### config.mk
export PLATFORM = sky130hd
export DESIGN_NAME = perf_event_monitor
export DESIGN_NICKNAME = d
export VERILOG_FILES = /design/src/rtl/perf_mon_pkg.sv /design/src/rtl/perf_counter.sv /design/src/rtl/perf_event_monitor.sv
export SDC_FILE = /design/constraint.sdc
export NUM_CORES = 1
export LEC_CHECK = 0
export ABC_AREA = 1
export CELL_PAD_IN_SITES_DETAIL_PLACEMENT = 1
export CELL_PAD_IN_SITES_GLOBAL_PLACEMENT = 2
export CORE_MARGIN = 2
export CORE_UTILIZATION = 37
export DETAILED_ROUTE_END_ITERATION = 6
export PLACE_DENSITY_LB_ADDON = 0.1
export SYNTH_ARGS = -nofsm -noshare
export SYNTH_HDL_FRONTEND = slang
export SYNTH_SLANG_ARGS = --single-unit
### constraint.sdc
create_clock -name clk_i -period 9.4 [get_ports clk_i]
set_input_delay 1.88 -clock clk_i [delete_from_list [all_inputs] [get_ports clk_i]]
set_output_delay 1.88 -clock clk_i [all_outputs]
set_load 0.03 [all_outputs]
### src/rtl/perf_mon_pkg.sv
// Shared definitions for the performance event monitor: FSM state type and default parameter values.
package perf_mon_pkg;

    localparam int DEF_NUM_EVENTS  = 2;
    localparam int DEF_CNT_W       = 32;
    localparam int DEF_CYCLE_LIMIT = 30;
    localparam int RD_SEL_W        = 5;

    typedef enum logic [1:0] {
        ST_IDLE = 2'd0,
        ST_RUN  = 2'd1,
        ST_DONE = 2'd2
    } state_t;

endpackage

### src/rtl/perf_counter.sv
// Single CNT_W-bit event counter with synchronous clear and sticky overflow flag.
// Build option: PERF_MON_SATURATE_EN holds the count at all-ones on overflow; otherwise it wraps to zero.
module perf_counter #(
    parameter int CNT_W = 32
) (
    input  logic             i_clk,
    input  logic             i_rst,
    input  logic             i_clear,
    input  logic             i_inc,
    output logic [CNT_W-1:0] o_count,
    output logic             o_ovf
);

    logic [CNT_W-1:0] r_count;
    logic             r_ovf;
    logic             w_at_max;

    assign w_at_max = &r_count;

    always_ff @(posedge i_clk or posedge i_rst) begin
        if (i_rst) begin
            r_count <= '0;
            r_ovf   <= 1'b0;
        end else if (i_clear) begin
            r_count <= '0;
            r_ovf   <= 1'b0;
        end else if (i_inc) begin
            if (w_at_max) begin
                r_ovf <= 1'b1;
`ifdef PERF_MON_SATURATE_EN
                r_count <= r_count;
`else
                r_count <= '0;
`endif
            end else begin
                r_count <= r_count + 1'b1;
            end
        end
    end

    assign o_count = r_count;
    assign o_ovf   = r_ovf;

endmodule

### src/rtl/perf_event_monitor.sv
// Performance event monitor: per-channel event counters plus a cycle counter, snapshot shadows and registered readback.
// Build option: PERF_MON_SATURATE_EN selects saturating counters (handled inside perf_counter).
module perf_event_monitor
    import perf_mon_pkg::*;
#(
    parameter int NUM_EVENTS  = DEF_NUM_EVENTS,
    parameter int CNT_W       = DEF_CNT_W,
    parameter int CYCLE_LIMIT = DEF_CYCLE_LIMIT
) (
    input  logic                  clk_i,
    input  logic                  rst_i,
    input  logic                  start_i,
    input  logic                  clear_i,
    input  logic [NUM_EVENTS-1:0] event_i,
    input  logic                  snap_i,
    input  logic [RD_SEL_W-1:0]   rd_sel_i,
    output logic [CNT_W-1:0]      rd_data_o,
    output logic                  running_o,
    output logic                  done_o,
    output logic [NUM_EVENTS:0]   ovf_o,
    output logic [1:0]            dbg_state_o
);

    state_t           r_state;
    state_t           w_next_state;
    logic             w_count_en;
    logic             w_limit_hit;
    logic [64:0]      w_cyc_next;
    logic [NUM_EVENTS:0] w_inc;
    logic [NUM_EVENTS:0] w_ovf;
    logic [CNT_W-1:0] w_live   [0:NUM_EVENTS];
    logic [CNT_W-1:0] r_shadow [0:NUM_EVENTS];
    logic [CNT_W-1:0] r_rd_data;
    logic [CNT_W-1:0] w_rd_mux;

    // Counting happens in IDLE too, so the cycle that starts a run is itself counted.
    assign w_count_en = start_i && (r_state == ST_IDLE || r_state == ST_RUN);
    assign w_inc      = {w_count_en, event_i & {NUM_EVENTS{w_count_en}}};

    // Compare in 65 bits so a limit wider than the counter can never alias.
    assign w_cyc_next  = 65'(w_live[NUM_EVENTS]) + 65'd1;
    assign w_limit_hit = (CYCLE_LIMIT != 0) && (w_cyc_next == 65'(CYCLE_LIMIT));

    genvar g;
    generate
        for (g = 0; g <= NUM_EVENTS; g++) begin : g_cnt
            perf_counter #(.CNT_W(CNT_W)) u_cnt (
                .i_clk   (clk_i),
                .i_rst   (rst_i),
                .i_clear (clear_i),
                .i_inc   (w_inc[g]),
                .o_count (w_live[g]),
                .o_ovf   (w_ovf[g])
            );
        end
    endgenerate

    always_ff @(posedge clk_i or posedge rst_i) begin
        if (rst_i) begin
            r_state <= ST_IDLE;
        end else begin
            r_state <= w_next_state;
        end
    end

    always_comb begin
        w_next_state = r_state;
        if (clear_i) begin
            w_next_state = ST_IDLE;
        end else begin
            case (r_state)
                ST_IDLE: if (start_i) w_next_state = w_limit_hit ? ST_DONE : ST_RUN;
                ST_RUN:  if (start_i && w_limit_hit) w_next_state = ST_DONE;
                ST_DONE: w_next_state = ST_DONE;
                default: w_next_state = ST_IDLE;
            endcase
        end
    end

    always_comb begin
        w_rd_mux = '0;
        for (int k = 0; k <= NUM_EVENTS; k++) begin
            if (rd_sel_i == RD_SEL_W'(k)) w_rd_mux = r_shadow[k];
        end
    end

    // Readback samples the shadows before a same-edge snapshot lands.
    always_ff @(posedge clk_i or posedge rst_i) begin
        if (rst_i) begin
            for (int k = 0; k <= NUM_EVENTS; k++) r_shadow[k] <= '0;
            r_rd_data <= '0;
        end else if (clear_i) begin
            for (int k = 0; k <= NUM_EVENTS; k++) r_shadow[k] <= '0;
            r_rd_data <= '0;
        end else begin
            r_rd_data <= w_rd_mux;
            if (snap_i) begin
                for (int k = 0; k <= NUM_EVENTS; k++) r_shadow[k] <= w_live[k];
            end
        end
    end

    assign rd_data_o   = r_rd_data;
    assign running_o   = (r_state == ST_RUN);
    assign done_o      = (r_state == ST_DONE);
    assign ovf_o       = w_ovf;
    assign dbg_state_o = r_state;

endmodule

==> Yosys cells after proc, flatten, opt, wreduce, memory -nomap -nowiden <==
Index checks and enable logic that the tools add are counted.
{ "word_totals": {"reg_bits": 229, "word_cells": 71} }
{ "op_classes": {"add_sub_neg": 4, "n_eq_ne": 7, "n_mux": 29, "bitwise_logic": 1, "n_reduce_logical": 19} }
{ "op_table": {"columns": ["operator", "count"], "rows": [
  ["32-bit 2-to-1 mux", 13],
  ["96-bit 2-to-1 mux", 2],
  ["32-bit by 1-bit adder with 32-bit output, second input constant", 3],
  ["32-bit AND reduction", 3],
  ["32-bit by 1-bit adder with 33-bit output, second input constant", 1],
  ["33-bit by 5-bit == test with 1-bit output, second input constant", 1],
  ["2-bit nonzero test", 7],
  ["1-bit 2-to-1 mux", 9],
  ["2-bit 2-to-1 mux", 4],
  ["2-bit AND reduction", 4],
  ["2-bit case mux with 3 select lines", 1],
  ["5-bit by 1-bit == test with 1-bit output, second input constant", 1],
  ["5-bit by 2-bit == test with 1-bit output, second input constant", 1],
  ["5-bit zero test", 1],
  ["3-bit by 2-bit inequality test with 1-bit output, second input constant", 1],
  ["3-bit inequality test, second input constant", 1],
  ["2-bit AND", 1],
  ["2-bit by 1-bit == test with 1-bit output, second input constant", 1],
  ["2-bit == test, second input constant", 1],
  ["1-bit logical AND", 2],
  ["2-bit zero test", 1],
  ["1-bit logical OR", 1]
]} }

==> Logic depth before layout (Yosys ltp) <==
Gate-level depths: netlist of the first run.
{ "depth": {"word_depth": 6, "ltp_mapped": 16, "mapped_depth_nobuf": 16} }

==> Cells and area by module <==
A second synthesis of the first run with hierarchy kept.
{ "hier_totals": {"hier_cells": 1698, "area_unflattened_um2": 12522.0} }
{ "by_module_without_submodules": {"columns": ["module", "n_inst", "cells_each", "area_each_um2"], "rows": [
  ["perf_event_monitor", 1, 869, 6598.8],
  ["perf_counter (g_cnt[0].u_cnt ...)", 2, 273, 1950.6],
  ["perf_counter (g_cnt[1].u_cnt)", 1, 283, 2021.9]
]} }

==> Worst setup path before layout of the first run <==
Ideal clock, no wire load.
{ "synth_path": {"path_type": "in2reg", "start": "input port start_i", "end": "register g_cnt[1].u_cnt.r_count[27]", "arrival_time_ns": 3.171, "path_slack_ns": 6.105, "stages": 13, "n_path_buf": 0, "cell_sequence": "inv_1 a21oi_2 nand2_1 nand2_2 inv_1 nor2_1 nand2_1 inv_1 nand3_1 nor2_1 nand2_1 o21ai_0 a21oi_1"} }
{ "synth_between": {"elab_chain_cells": 3} }
{ "synth_lines": {"columns": ["item", "line_no", "source"], "rows": [
  ["from (decl)", "perf_event_monitor.sv:12", "input logic start_i,"],
  ["1-bit logical AND", "perf_event_monitor.sv:37", "assign w_count_en = start_i && (r_state == ST_IDLE || r_state == ST_RUN);"],
  ["2-bit AND", "perf_event_monitor.sv:38", "assign w_inc = {w_count_en, event_i & {NUM_EVENTS{w_count_en}}};"],
  ["2-bit nonzero test (no line)", null, null],
  ["to (signal assigned)", "perf_counter.sv:36", "r_count <= r_count + 1'b1;"],
  ["to (decl)", "perf_counter.sv:14", "logic [CNT_W-1:0] r_count;"]
]} }
No other way between the ends.
A chain may end at the register's enable or synchronous reset.

==> Worst setup path in the final report of the first run <==
{ "layout_path": {"start": "input port clear_i", "end": "register g_cnt[0].u_cnt.r_count[3]"} }
{ "layout_between": {"elab_chain_cells": 1, "elab_cells_between_ends": 2} }
{ "layout_lines": {"columns": ["item", "line_no", "source"], "rows": [
  ["from (decl)", "perf_event_monitor.sv:13", "input logic clear_i,"],
  ["32-bit 2-to-1 mux / 2-bit nonzero test (equally long branches)", null, null],
  ["to (signal assigned)", "perf_counter.sv:36", null],
  ["to (decl)", "perf_counter.sv:14", null]
]} }
Parallel ways exist; a longest one is shown, timed or not.

==> metrics.txt, run 1 <==
outcome=completed; via count=~9.4k; layout cell share with drive strength beyond 1=a little under 7%; vias per inst=between 5 and 6; synth-to-layout area growth=16.9%; # setup viols final=0; Placer Congestion=0.807; yosys warns=0; sequential-to-total area share from yosys stat=between 50% and 60%; Longest Clk Path Bufs=3; worst flop-to-flop path startpoint=dbg_state_o[0]; final net count=~1.4k; hold_sp=r_shadow[38]; mean area per synthesized cell=8.07 um^2; Slowest-stage cell, CP=clkdlybuf4s50_1; vias in the first global route=9879; Synth Register Bits=approximately 230; CORE AREA=around 30000 um^2; RSZ-0062 raised after global routing=false; placed cell area=12000 um^2; critical path arrival=5060 ps; count of pins over their slew limit=0; dpl hpwl=~25000 um; Min Hold Slack=523 ps; wire per inst=approximately 19 um; hold path depth=2; cts bufs inserted=29; port bufs=50; CP required=roughly 9800 ps; Root Buffer=clkbuf_16; share of the synthesized area in the top cell type=about half; chip height=between 150 and 200 um; Synth Instances=roughly 1.4k; Initial Util=a little under two fifths; clock skew=approximately 21 ps; crit path launch type=input pin; global-route wire length before repair=~56000 um; Hold Vio Cnt, Final=0; fin util=roughly 44%; Die Wd=approximately 180 um; drt total wl=34900 um; die area=around 31000 um^2; leading area contributor after synthesis=dfrtp_1; Boundary Pins=between 50 and 60; Filler cells=3591; Final min period=4620 ps; CTS Hold Bufs=0; RR Endpoint=g_cnt[0].u_cnt.o_count[18]; library cells used by synthesis=38; WP buf/inv=4; part of the cycle the worst path needs=around half; most frequent cells in the layout=260 x inv_1, 229 x dfrtp_1, 212 x nand2_1, 137 x nor2_1, 128 x o22ai_1; Sink Count=229; CP endpoint kind=register; Slew headroom=32.1%; Power Dens Cells=roughly 180 nW/um^2; n_diodes=0; pin count of the biggest net entering global routing=106; CTS tree=done; kind of critical path=input pin to register; commonest non-fill, non-tap cell in the layout=inv_1; drt drc=0; CP cell instances=clkdlybuf4s50_1 -> inv_2 -> buf_4 -> nand2_1 -> nand2_1 -> inv_1 -> a211oi_1; Max Clk Rate=0.217 GHz; clk_lat worst skew=~550 ps; Post-CTS Setup Inserts=0; initial DRC count=around 440; DRT Pass-1 Iters=6; ANT nets after route=0; worst slew pin tran=roughly 1000 ps; post_cts resized=0; FP Rows=63; worst min path class=register to register; H-tree depth=1; Leak=between 5 and 6 nW; grt total ovfl=0; Hold EP=r_shadow[38]; initial antenna violation count=0; post-synthesis cell area=between 10000 and 15000 um^2; critical path's most frequent cell=nand2_1; CP delay by family, top=buffers and inverters; maximum fanout along the worst path=48; Reg2Reg Setup Slack=6290 ps; Setup TNS Final=0 ps; Max Cap Viol=0; Crit path largest cell delay=roughly 660 ps; GRT Total Usage=about 23%; Clock transition at path regs=60 ps; syn_nets=around 1.4k; Final Cell Area=around 13000 um^2; Worst R2R Path Depth=11; worst IR drop on VDD=120 uV; Area contributors post-synth=dfrtp_1 51%, inv_1 8.8%, o22ai_1 7.2%
report_power, final:
part	leakage (nW)	switching [W]	total (W)	internal, W
clock	0.507	0.000437	0.00115	0.000708
sequential	3.19	0.0000167	0.00102	0.00100
combinational	1.98	0.000148	0.000199	0.0000511
total	5.68	0.000601	0.00236	0.00176
registers in the layout, summed over array words and instances (netlist names):
signal and flops:
r_shadow 96, g_cnt.u_cnt.o_count 96, dbg_state_o 2, g_cnt.u_cnt.o_ovf 3, rd_data_o 32
kinds of logic after synthesis:
logic type	count (synthesis)	share of synthesized area, %
AND/OR/NAND/NOR	524	21.0
XOR/XNOR	11	0.865
adder cells (fa/ha/maj)	8	0.899
buffers and inverters	316	10.8
flip-flops	229	51.5
AO/OA/AOI/OAI	291	15.0
how the worst max path moves through the flow:
stage	start	slack (ps)	endpoint	depth (start not counted)
3_5_place_dp	clear_i	4220	g_cnt[0].u_cnt.o_count[3]	7
3_3_place_gp	clear_i	4310	g_cnt[0].u_cnt.o_count[8]	9
4_1_cts	clear_i	4770	g_cnt[0].u_cnt.o_count[3]	7
6_report	clear_i	4780	g_cnt[0].u_cnt.o_count[3]	7
2_1_floorplan	rst_i	1240	dbg_state_o[0]	1
5_1_grt	clear_i	4460	g_cnt[0].u_cnt.o_count[20]	10
layout make-up:
type	count	area [um^2]	share of cell area, %
timing repair buffer	62	591	4.54
tap	390	488	3.75
clock buffer	38	840	6.45
multi-input combinational	834	4210	32.3
inverter	263	995	7.64
sequential	229	5730	44.0
clock inverter	16	165	1.27
synth_stat cells (all sizes together):
cell     instances
nor3b            3
o21ai          104
nor3            28
nand2          220
nor4            10
o221a            2
a2bb2oi          1
and2             1
xor2            11
a211oi           2
ha               8
o22ai          128
or2              1
o21bai           3
a31oi            4
dfrtp          229
nor2           150
a21oi           41
o31ai            2
nand3           88
nand4           21
nand3b           2
buf              8
clkbuf          45
a22oi            4
inv            263
worst min-delay path, delay by kind of cell (launching register included):
| kind | cells | cell delay [ps] |
|---|---|---|
| buf+inv | 1 | 50 |
| compound gates | 1 | 110 |
| flops | 1 | 320 |
per-stage QoR:
stage          power [W]  std cells  worst slack (ps)
6_report         0.00236       1832              4780
3_5_place_dp     0.00124       1778              4220
4_1_cts          0.00240       1832              4770
5_1_grt          0.00246       1832              4460
2_1_floorplan    0.00116       1379              1240
3_3_place_gp     0.00124       1778              4310
per-layer routing:
metal | GRT usage (%) | vias up | wire length (um)
met1 | 32.1 | 4674 | 16800
met3 | 2.38 | 50 | 794
li1 | - | 4605 | -
met2 | 38.1 | 93 | 16500
met4 | 5.16 | 0 | 744
met5 | 0 | - | 0
Note: power is estimated with default switching activity, not from simulation.
==> run 2: changes to the inputs <==
==> constraint.sdc (replaced) <==
create_clock -name clk_i -period 4.65 [get_ports clk_i]
set_input_delay 0.93 -clock clk_i [delete_from_list [all_inputs] [get_ports clk_i]]
set_output_delay 0.93 -clock clk_i [all_outputs]
set_load 0.03 [all_outputs]
==> run 2 against run 1 <==
Compared with the run above: count of clock-buffer cells in the layout decreased by 3; setup slack lost 3100 ps; clock power up 110%; cell area increased by 1.0%; cell count rose by 0.44%; critical path type unchanged; critical endpoint is now g_cnt[1].u_cnt.o_count[31]; largest power group unchanged; highest routed layer unchanged; sequential share of layout area decreased by 0.45 points.
==> metrics.txt, run 2 (synthesized netlist as in run 1, its figures left out) <==
outcome=completed; Boundary Pins=51 (unchanged); worst IR drop on VDD=225 uV (+87%); grt total ovfl=0 (unchanged); vias per inst=5.21 (+1.4%); Power Dens Cells=375 nW/um^2 (+110%); WP buf/inv=4 (unchanged); RR Endpoint=g_cnt[1].u_cnt.o_count[31]; chip height=177 um (unchanged); die area=31500 um^2 (unchanged); kind of critical path=input pin to register; Max Clk Rate=around 0.33 GHz; CTS Hold Bufs=0 (unchanged); RSZ-0062 raised after global routing=false; CP required=5080 ps (-4760 ps); drt total wl=36200 um (+3.8%); maximum fanout along the worst path=16 (-67%); critical path arrival=3440 ps (-1620 ps); Worst R2R Path Depth=15 (+4); Hold EP=r_shadow[80]; clock skew=16.2 ps (-4.64 ps); # setup viols final=0 (unchanged); Reg2Reg Setup Slack=1720 ps (-4570 ps); CP endpoint kind=register; Post-CTS Setup Inserts=0 (unchanged); initial DRC count=430 (-2.7%); Initial Util=37.6% (unchanged); Final Cell Area=13200 um^2 (+1.0%); CP delay by family, top=simple AND/OR/NAND/NOR gates; crit path launch type=input pin; Crit path largest cell delay=460 ps (-200 ps); ANT nets after route=0 (unchanged); Die Wd=177 um (unchanged); port bufs=50 (unchanged); H-tree depth=1 (unchanged); Placer Congestion=0.836 (+3.6%); worst flop-to-flop path startpoint=dbg_state_o[0]; Min Hold Slack=523 ps (+0.204 ps); Clock transition at path regs=60 ps (about the same); CTS tree=done; part of the cycle the worst path needs=64.7%; CP cell instances=clkdlybuf4s50_1 -> inv_1 -> a21oi_2 -> nand2_1 -> nand2_2 -> inv_1 -> nor2_1 -> nand2_1 -> inv_1 -> nand3_1 -> nor2_1 -> nand2_1 -> o21ai_0 -> a21oi_1; dpl hpwl=26300 um (+4.7%); FP Rows=63 (unchanged); CORE AREA=29600 um^2 (unchanged); Leak=5.73 nW (+0.96%); Filler cells=3609 (+0.50%); Sink Count=229 (unchanged); GRT Total Usage=23.8% (+0.89 points); pin count of the biggest net entering global routing=111 (+4.7%); hold path depth=2 (unchanged); most frequent cells in the layout=260 x inv_1, 229 x dfrtp_1, 212 x nand2_1, 137 x nor2_1, 128 x o22ai_1; initial antenna violation count=0 (unchanged); drt drc=0 (unchanged); placed cell area=12100 um^2 (+0.80%); vias in the first global route=10.1k (+1.9%); worst min path class=register to register; global-route wire length before repair=58100 um (+3.2%); Slew headroom=34.7% (+2.6 points); via count=9594 (+1.8%); fin util=44.4% (+0.46 points); layout cell share with drive strength beyond 1=7.17% (+0.38 points); synth-to-layout area growth=18.1%; Final min period=roughly 3000 ps; Root Buffer=clkbuf_16; Setup TNS Final=0 ps (unchanged); Max Cap Viol=0 (unchanged); post_cts resized=0 (unchanged); Slowest-stage cell, CP=clkdlybuf4s50_1; DRT Pass-1 Iters=4 (-2); commonest non-fill, non-tap cell in the layout=inv_1; n_diodes=0 (unchanged); Longest Clk Path Bufs=3 (unchanged); count of pins over their slew limit=0 (unchanged); clk_lat worst skew=550 ps (about the same); hold_sp=r_shadow[80]; final net count=1448 (+0.63%); worst slew pin tran=977 ps (-41.4 ps); wire per inst=19.7 um (+3.3%); Hold Vio Cnt, Final=0 (unchanged); cts bufs inserted=28 (-3.4%)
[run 2: changes by cell type in the layout (fill, tap and decap cells not counted), sizes merged]
| cell | before | now |
|---|---|---|
| bufinv | 3 | 7 |
| inv | 265 | 262 |
| buf | 12 | 22 |
| clkbuf | 38 | 35 |
| clkinv | 10 | 8 |
| clkinvlp | 1 | 3 |
[run 2: through the flow]
| stage | power, W | cells | setup WS [ps] |
|---|---|---|---|
| finish | 0.00494 | 1840 | 1640 |
| global route | 0.00513 | 1840 | 1310 |
| CTS | 0.00500 | 1840 | 1650 |
| detailed placement | 0.00251 | 1788 | 1020 |
| global placement | 0.00250 | 1788 | 1130 |
| floorplan | 0.00236 | 1379 | 726 |
[run 2: power by group]
part	internal, W	switching, W
logic	0.000111	0.000299
clock network	0.00157	0.000897
registers	0.00203	0.0000328
[run 2: worst max path at each step]
stage,from,to,slack [ps],cells after the start
2_1_floorplan,rst_i,dbg_state_o[0],730,1
3_5_place_dp,start_i,g_cnt[1].u_cnt.o_count[16],1020,8
6_report,start_i,g_cnt[1].u_cnt.o_count[31],1640,14
3_3_place_gp,start_i,g_cnt[1].u_cnt.o_count[16],1130,8
5_1_grt,start_i,g_cnt[1].u_cnt.o_count[31],1310,14
4_1_cts,start_i,g_cnt[1].u_cnt.o_count[31],1650,14
[run 2: layout make-up]
cell class / instances / area [um^2] / share of cell area, %
well taps: 390 / 488 / 3.71
multi-input cells: 834 / 4210 / 32.0
inverters: 263 / 991 / 7.53
clock buffers: 35 / 778 / 5.92
clock inverters: 17 / 265 / 2.02
flip-flops and latches: 229 / 5730 / 43.6
repair buffers: 72 / 691 / 5.25
[run 2: tightest hold or removal path, stage by stage, from the launching register on]
cell and delay (ps):
dfrtp_1 320, inv_1 50, o22ai_1 110
[run 2: per-layer routing]
| metal | GRT usage, % | vias to the layer above | wire length [um] |
|---|---|---|---|
| li1 | - | 4625 | - |
| met2 | 40.5 | 81 | 17400 |
| met5 | 0 | - | 0 |
| met3 | 2.44 | 45 | 699 |
| met1 | 32.9 | 4843 | 17400 |
| met4 | 4.64 | 0 | 668 |
==> run 3: changes to the inputs <==
--- a/config.mk
+++ b/config.mk
@@ -9,7 +9,7 @@
 export CELL_PAD_IN_SITES_DETAIL_PLACEMENT = 1
 export CELL_PAD_IN_SITES_GLOBAL_PLACEMENT = 2
 export CORE_MARGIN = 2
-export CORE_UTILIZATION = 37
+export CORE_UTILIZATION = 33
 export DETAILED_ROUTE_END_ITERATION = 6
 export PLACE_DENSITY_LB_ADDON = 0.1
 export SYNTH_ARGS = -nofsm -noshare
==> constraint.sdc (replaced) <==
create_clock -name clk_i -period 2.6 [get_ports clk_i]
set_input_delay 0.52 -clock clk_i [delete_from_list [all_inputs] [get_ports clk_i]]
set_output_delay 0.52 -clock clk_i [all_outputs]
set_load 0.03 [all_outputs]
==> run 3 against run 2 <==
Compared with the run above: global-route usage is 2.7 points lower; combinational power is 110% higher; flip-flop and latch count stayed put; core utilization is 3.6 points lower; worst hold slack worse by 35 ps; wire length is 0.63% higher; cell area is 3.4% higher; sequential power is 79% higher; die area is 12% higher; largest cell class unchanged; count of clock-buffer cells in the layout is 4 higher.
==> metrics.txt, run 3 (synthesized netlist as in run 1, its figures left out) <==
Slew headroom=64.1% (+29 points); Setup TNS Final=0 ps (unchanged); worst flop-to-flop path startpoint=dbg_state_o[1]; Die Wd=188 um (+5.8%); drt total wl=36500 um (+0.63%); clk_lat worst skew=550 ps (about the same); internal power=0.00677 W (+83%); n_diodes=0 (unchanged); wire per inst=18.9 um (-3.8%); commonest non-fill, non-tap cell in the layout=inv_1; Net Sw Power=0.00218 W (+77%); cts bufs inserted=28 (unchanged); Max Clk Rate=0.411 GHz; pin count of the biggest net entering global routing=82 (-26%); worst slew pin tran=539 ps (-438 ps); most frequent cells in the layout=260 x inv_1, 228 x dfrtp_1, 211 x nand2_1, 134 x nor2_1, 128 x o22ai_1; port bufs=50 (unchanged); initial DRC count=507 (+18%); final net count=1477 (+2.0%); die area=35200 um^2 (+12%); Comb power frac=9.4% (+1.1 points); GRT Total Usage=21.1% (-2.7 points); CTS tree=done; drt drc=0 (unchanged); RSZ-0062 raised after global routing=true; Initial Util=33.4% (-4.2 points); crit path from=dbg_state_o[1]; power share of the clock group=49.4% (-0.6 points); Final min period=approximately 2400 ps; CP required=2080 ps (-3000 ps); clock skew=11.1 ps (-5.16 ps); vias per inst=5.00 (-4.1%); CP endpoint kind=primary output; H-tree depth=1 (unchanged); vias in the first global route=10.2k (+1.2%); Filler cells=4057 (+12%); maximum fanout along the worst path=5 (-11); kind of critical path=register to primary output; FP Rows=67 (+6.3%); sequential power share=41.1% (-0.6 points); Leak=5.93 nW (+3.4%); area taken by multi-input logic gates=4240 um^2 (+0.83%); Reg2Reg Setup Slack=190 ps (-1530 ps); CORE AREA=33400 um^2 (+13%); CTS Hold Bufs=0 (unchanged); count of pins over their slew limit=0 (unchanged); Max Cap Viol=0 (unchanged); worst IR drop on VDD=487 uV (+120%); register area=5730 um^2 (about the same); synth-to-layout area growth=22.1%; Hold Vio Cnt, Final=0 (unchanged); crit path launch type=register; Placer Congestion=0.822 (-1.8%); Clock transition at path regs=60 ps (about the same); chip height=188 um (+5.8%); via count=9623 (+0.30%); DRT Pass-1 Iters=5 (+1); dpl cells=1873 (+4.8%); non-filler cells, final=1925 (+4.6%); ANT nets after route=0 (unchanged); global-route wire length before repair=58600 um (+0.89%); layout cell share with drive strength beyond 1=9.34% (+2.2 points); Sink Count=229 (unchanged); Power Dens Cells=658 nW/um^2 (+75%); Worst R2R Path Depth=13 (-2); worst min path class=input pin to async pin; outcome=completed; Boundary Pins=51 (unchanged); initial antenna violation count=0 (unchanged); Longest Clk Path Bufs=3 (unchanged); critical path arrival=1910 ps (-1530 ps); # setup viols final=0 (unchanged); dpl hpwl=27000 um (+2.8%); part of the cycle the worst path needs=between 90 and 100%; Sw Share=24.3% (-0.56 points); Root Buffer=clkbuf_16; grt total ovfl=0 (unchanged); RR Endpoint=g_cnt[0].u_cnt.o_count[8]
## run 3: cell types whose count changed in the layout (fill, tap and decap cells not counted), sizes merged
cell      previous run  this run
clkinvlp             3         1
buf                 22        51
inv                262       263
clkbuf              35        39
clkinv               8         3
## run 3: how the worst max path moves through the flow
stage / slack, ps / to / cells past startpoint
detailed placement: -70 / g_cnt[1].u_cnt.o_count[31] / 15
CTS: 130 / running_o / 3
floorplan: -910 / dbg_state_o[0] / 1
global placement: -20 / g_cnt[1].u_cnt.o_count[31] / 15
finish: 170 / running_o / 3
global route: -10 / g_cnt[1].u_cnt.o_count[31] / 16
## run 3: power groups by stage
| stage | Clock [W] | Combinational (W) | Sequential [W] |
|---|---|---|---|
| final | 0.00442 | 0.000844 | 0.00368 |
| after global routing | 0.00468 | 0.000946 | 0.00369 |
| after CTS | 0.00454 | 0.000846 | 0.00368 |
| after detailed placement | 0 | 0.000842 | 0.00374 |
| after global placement | 0 | 0.000834 | 0.00374 |
| after floorplan | 0 | 0.000458 | 0.00375 |
## run 3: stage by stage
step | util (%) | cell area, um^2 | power (W) | setup slack [ps] | hold WS [ps]
final | 40.7 | 13600 | 0.00894 | 167 | 488
after global routing | 40.7 | 13600 | 0.00931 | -14.1 | 512
after CTS | 40.6 | 13500 | 0.00907 | 131 | 496
after detailed placement | 37.5 | 12500 | 0.00459 | -67.3 | 478
after global placement | 37.5 | 12500 | 0.00457 | -22.4 | 472
after floorplan | - | 11100 | 0.00421 | -914 | 453
## run 3: metal layers
layer | wire length (um) | up-vias | share of wire (%) | track usage (%)
met2 | 17600 | 111 | 48 | 36.2
met3 | 1070 | 51 | 2.9 | 2.56
li1 | - | 4664 | - | -
met5 | 0 | - | 0 | 0
met1 | 17000 | 4797 | 47 | 28.6
met4 | 765 | 0 | 2.1 | 4.75
## run 3: worst max-delay path, stage by stage, from the launching register on
cell             delay [ps]
dfrtp_2                 430
inv_1                    90
ha_1                    170
clkdlybuf4s50_1         670
## run 3: area by class of cell
class	instances	share of cell area, %
clock inverter	11	1.72
sequential	229	42.2
multi-input combinational	834	31.2
tap	448	4.12
timing repair buffer	101	7.51
inverter	263	7.29
clock buffer	39	5.98
## run 3: repair_timing
action                                  CTS  global route
setup buffers                             0             2
hold endpoints to repair                  0             0
endpoints found under the setup margin    0             8
resized for setup                         0            13
